==> config.mk <==
export PLATFORM = sky130hd
export DESIGN_NAME = spi_cfg_controller
export DESIGN_NICKNAME = d
export VERILOG_FILES = /design/src/rtl/spi_cfg_controller.sv
export SDC_FILE = /design/constraint.sdc
export NUM_CORES = 1
export LEC_CHECK = 0
export ABC_AREA = 1
export CORE_MARGIN = 2
export CORE_UTILIZATION = 55
export DETAILED_ROUTE_END_ITERATION = 10
export MAX_ROUTING_LAYER = met4
export PLACE_DENSITY = 0.8
export SKIP_LAST_GASP = 1
export SLEW_MARGIN = 10
export SYNTH_ARGS = -nofsm -noshare
export SYNTH_HDL_FRONTEND = slang
export SYNTH_SLANG_ARGS = --single-unit
==> constraint.sdc <==
create_clock -name clk -period 2.68 [get_ports clk]
set_input_delay 0.402 -clock clk [delete_from_list [all_inputs] [get_ports clk]]
set_output_delay 0.402 -clock clk [all_outputs]
set_load 0.02 [all_outputs]
==> src/rtl/spi_cfg_controller.sv <==
// Write-only SPI mode-0 target that deserialises 16-bit frames {wr, addr[6:0], data[7:0]}
// and commits them into the five PWM control registers, pulsing cfg_update on each commit.
module spi_cfg_controller #(
    parameter int MAX_ADDR = 4
) (
    input  logic       clk,
    input  logic       rst,
    input  logic       sclk,
    input  logic       copi,
    input  logic       ncs,
    output logic [7:0] en_reg_out_7_0,
    output logic [7:0] en_reg_out_15_8,
    output logic [7:0] en_reg_pwm_7_0,
    output logic [7:0] en_reg_pwm_15_8,
    output logic [7:0] pwm_duty_cycle,
    output logic       cfg_update
);

    // state  | meaning
    // IDLE   | waiting for a chip-select falling edge
    // SHIFT  | shifting copi in on each sclk rising edge
    // COMMIT | single cycle: apply the frame if it is a valid write
    typedef enum logic [1:0] {IDLE, SHIFT, COMMIT} state_t;

    localparam logic [6:0] MAX_ADDR_W = 7'(MAX_ADDR);

    logic [1:0]  sclk_sync_q, copi_sync_q, ncs_sync_q;
    logic        sclk_prev_q, ncs_prev_q;
    logic [1:0]  settle_q;
    logic        armed_q;
    state_t      state_q, state_d;
    logic [4:0]  cnt_q, cnt_d;
    logic [15:0] shreg_q, shreg_d;
    logic [7:0]  reg0_q, reg1_q, reg2_q, reg3_q, reg4_q;
    logic        cfg_update_q;
    logic        wr_en;

    logic sclk_rise, ncs_rise, ncs_fall, copi_s;
    assign sclk_rise = sclk_sync_q[1] & ~sclk_prev_q;
    assign ncs_rise  = ncs_sync_q[1] & ~ncs_prev_q;
    assign ncs_fall  = ~ncs_sync_q[1] & ncs_prev_q;
    assign copi_s    = copi_sync_q[1];

    // The ncs chain resets high, so a pin held low across reset would look like a falling
    // edge; armed_q only accepts a frame start once a real high level has been sampled.
    always_ff @(posedge clk) begin
        if (rst) begin
            sclk_sync_q <= 2'b00;
            copi_sync_q <= 2'b00;
            ncs_sync_q  <= 2'b11;
            sclk_prev_q <= 1'b0;
            ncs_prev_q  <= 1'b1;
            settle_q    <= 2'b00;
            armed_q     <= 1'b0;
        end else begin
            sclk_sync_q <= {sclk_sync_q[0], sclk};
            copi_sync_q <= {copi_sync_q[0], copi};
            ncs_sync_q  <= {ncs_sync_q[0], ncs};
            sclk_prev_q <= sclk_sync_q[1];
            ncs_prev_q  <= ncs_sync_q[1];
            settle_q    <= {settle_q[0], 1'b1};
            armed_q     <= armed_q | (settle_q[1] & ncs_sync_q[1]);
        end
    end

    always_comb begin
        state_d = state_q;
        cnt_d   = cnt_q;
        shreg_d = shreg_q;
        wr_en   = 1'b0;
        case (state_q)
            IDLE: begin
                if (ncs_fall && armed_q) begin
                    state_d = SHIFT;
                    cnt_d   = 5'd0;
                    shreg_d = 16'h0000;
                end
            end
            SHIFT: begin
                if (ncs_rise) begin
                    state_d = COMMIT;
                end else if (sclk_rise) begin
                    shreg_d = {shreg_q[14:0], copi_s};
                    if (cnt_q != 5'd17) cnt_d = cnt_q + 5'd1;
                end
            end
            COMMIT: begin
                state_d = IDLE;
                wr_en   = (cnt_q == 5'd16) && shreg_q[15] && (shreg_q[14:8] <= MAX_ADDR_W);
            end
            default: state_d = IDLE;
        endcase
    end

    always_ff @(posedge clk) begin
        if (rst) begin
            state_q      <= IDLE;
            cnt_q        <= 5'd0;
            shreg_q      <= 16'h0000;
            reg0_q       <= 8'h00;
            reg1_q       <= 8'h00;
            reg2_q       <= 8'h00;
            reg3_q       <= 8'h00;
            reg4_q       <= 8'h00;
            cfg_update_q <= 1'b0;
        end else begin
            state_q      <= state_d;
            cnt_q        <= cnt_d;
            shreg_q      <= shreg_d;
            cfg_update_q <= wr_en;
            if (wr_en) begin
                case (shreg_q[14:8])
                    7'd0:    reg0_q <= shreg_q[7:0];
                    7'd1:    reg1_q <= shreg_q[7:0];
                    7'd2:    reg2_q <= shreg_q[7:0];
                    7'd3:    reg3_q <= shreg_q[7:0];
                    7'd4:    reg4_q <= shreg_q[7:0];
                    default: ;
                endcase
            end
        end
    end

    assign en_reg_out_7_0  = reg0_q;
    assign en_reg_out_15_8 = reg1_q;
    assign en_reg_pwm_7_0  = reg2_q;
    assign en_reg_pwm_15_8 = reg3_q;
    assign pwm_duty_cycle  = reg4_q;
    assign cfg_update      = cfg_update_q;

endmodule

==> flow_summary.ini <==
[status]
status = finished, final reports clean

[global_routing]
grt_pass1_wl_um = 11200
antenna_found_initial = 0
grt_use_total_pct = 23.52
gr-total-overflow = 0
grt_pass1_vias = 2470
grt_max_degree = 44

[timing]
layout_min_cycle_time_ns = 1.726
timing.setup.tns_ns = 0
rsz0062_at_grt = no
fmax_mhz = 579.5
fin_skew_ns = 0.008138
report.final.slew_viol_count = 0
hold_viol = 0
setup_viol = 0
maxSlewHeadroom_pct = 62.14
worst_slew_pin_slew_ns = 0.5673
post-route-period-util_pct = 64.39

[synth]
synth_area_sq_mm = 0.003219
synth_cells = 452
synth_area_per_cell_sq_um = 7.122
ys_seq_area_share_pct = 46.64
yosysWarnings = 0
synth-seq-cells = 75
synth_cell_type_count = 28
syn_nets = 460

[route]
drc = 0
routed_wl_um = 6640
drtIter0Drc = 183
vias = 2742
dr.pass1.iters = 4
antenna_left = 0
avgViaCountPerCell = 4.785
wl_per_cell_um = 11.59

[place]
dp_hpwl_um = 4447
io_buffer_count = 45
globalplace.congestion = 0.7958

[power_and_ir_drop]
p_leak_uw = 0.001836
peakVddDrop_mv = 0.3590
p_per_area_mw_per_mm2 = 522.2

[cts]
postCtsHoldBufs = 0
root_buffer = clkbuf_8
cts_buffers = 9
cts.sinks = 75
ctsResizeCount = 0
cts_setup_buffers = 0
clk_pin_slew_worst_paths_ns = 0.07
clockBufferDepth = 2
h-tree-depth = 3
clkLatencyLatePin_ns = 0.35
cts_tree = built

[die]
io_pins = 46
die_h_um = 80.51
start_util_pct = 57.76
dieArea_sq_mm = 0.006481
die_x_um = 80.51
core_area_sq_mm = 0.005574
rows = 27

[worst_setup_path]
reg2reg_setup_slack_ns = 0.98
regToRegStartpoint = cnt_q[0]
crit_required_ns = 2.28
ff2ff_path_depth = 8
path_depth = 1
path_class = flop to primary output
path_cells = clkdlybuf4s50_1
cp-start-kind = flop
crit_fanout = 2
reg2reg_to = en_reg_pwm_15_8[5]
slowest_stage = clkdlybuf4s50_1
cp_slowest_stage_delay_ns = 0.62
cp.arrival_ns = 1.32
cp_top_family = buffers and inverters
crit_buf_inv = 1
cp-end-kind = primary output

[job]
drv_cap = 0

[cells_and_area]
areaGrowthSynthToFinish_pct = 19.63
n_antenna_cell = 0
drive_gt1_share_pct = 8.383
fin_nets = 504
utilization_pct = 69.09

[worst_hold_path]
worstHoldStart = copi_sync_q[0]
holdPathStages = 2
hold_end = copi_sync_q[1]
hp-class = flop to flop
cell usage in the layout (no fill, tap or decap):
cell               n
nand4_2            5
a21oi_2            1
dfxtp_1           75
inv_1             59
nand4_1            5
nand2_2            5
nand3b_4           1
nor3_2             2
nor2_1           114
nor2_2             1
a22oi_1            6
nor2_8             1
clkdlybuf4s50_1   45
nand3_2            1
clkinv_1           1
clkbuf_1           4
clkbuf_8          11
nand2_1          122
ha_1               3
o21ai_1            1
nor2_4             1
inv_2              4
nand2_4            1
a21oi_1           17
clkinvlp_4         1
nor3_1             2
or2_2              3
nand3_1            5
nand3_4            2
buf_4              2
registers in the layout, indices dropped and copies added (netlist names):
name / flops
shreg_q: 16
en_reg_out_15_8: 8
en_reg_out_7_0: 8
en_reg_pwm_15_8: 8
en_reg_pwm_7_0: 8
pwm_duty_cycle: 8
cnt_q: 5
copi_sync_q: 2
ncs_sync_q: 2
sclk_sync_q: 2
settle_q: 2
state_q: 2
armed_q: 1
cfg_update: 1
ncs_prev_q: 1
sclk_prev_q: 1
power by group:
part	switching, uW	total, uW	leakage (uW)	internal, uW
Clock	386	775	0.0000840	389
Combinational	54.6	81.0	0.00114	26.4
Sequential	23.2	1160	0.000607	1130
Total	464	2010	0.00184	1550
worst max path at each step:
stage | startpoint | endpoint | slack, ns
floorplan | cnt_q[0] | pwm_duty_cycle[0] | 1.22
global placement | rst | shreg_q[8] | 0.73
detailed placement | rst | shreg_q[14] | 0.67
CTS | en_reg_pwm_15_8[4] | en_reg_pwm_15_8[4] | 0.94
global route | cnt_q[0] | en_reg_pwm_15_8[6] | 0.81
finish | en_reg_pwm_15_8[4] | en_reg_pwm_15_8[4] | 0.95
cell type report:
type | count | area [sq um]
multi-input combinational | 299 | 1380
clock inverter | 1 | 7.507
fill | 489 | 1723
timing repair buffer | 47 | 465.4
inverter | 64 | 240.2
sequential | 75 | 1501
clock buffer | 15 | 166.4
tap | 72 | 90.09
per-layer routing:
layer | share of wire [%] | vias up | track usage [%]
met5 | 0 | - | -
met4 | 1.6 | 0 | 9.661
met2 | 48 | 76 | 37.58
li1 | - | 1444 | -
met1 | 45 | 1212 | 28.75
met3 | 5.8 | 10 | 5.393
cell usage after synthesis, drive strengths merged:
library cell / count / share of area (%)
nand2: 128 / 16
nor2: 117 / 14
dfxtp: 75 / 47
inv: 63 / 7.3
a21oi: 18 / 2.9
buf: 11 / 2.7
nand4: 10 / 2.9
nand3: 8 / 2.2
a22oi: 6 / 1.4
nor3: 4 / 0.93
clkbuf: 3 / 0.35
ha: 3 / 1.2
or2: 3 / 0.58
clkinv: 1 / 0.12
nand3b: 1 / 0.62
o21ai: 1 / 0.16
cell families (layout without fill, tap and decap cells):
logic type               count (synthesis)  in the layout  share of synthesized area, %
flip-flops                              75             75                         46.64
adder cells (fa/ha/maj)                  3              3                         1.166
AND/OR/NAND/NOR                        271            271                         37.23
AO/OA/AOI/OAI                           25             25                         4.469
buffers and inverters                   78            127                         10.49
stage by stage:
stage / total power [uW] / instance area [sq um] / instances / hold slack [ns] / setup slack, ns
3_3_place_gp: 1257 / 3677 / 557 / 0.3918 / 0.7277
3_5_place_dp: 1261 / 3677 / 557 / 0.4088 / 0.6725
2_1_floorplan: 1237 / 3219 / 452 / 0.3883 / 1.220
6_report: 2011 / 3851 / 573 / 0.4128 / 0.9544
4_1_cts: 2030 / 3851 / 573 / 0.4183 / 0.9364
5_1_grt: 2081 / 3851 / 573 / 0.4521 / 0.8055
(Power assumes the default switching activity.)
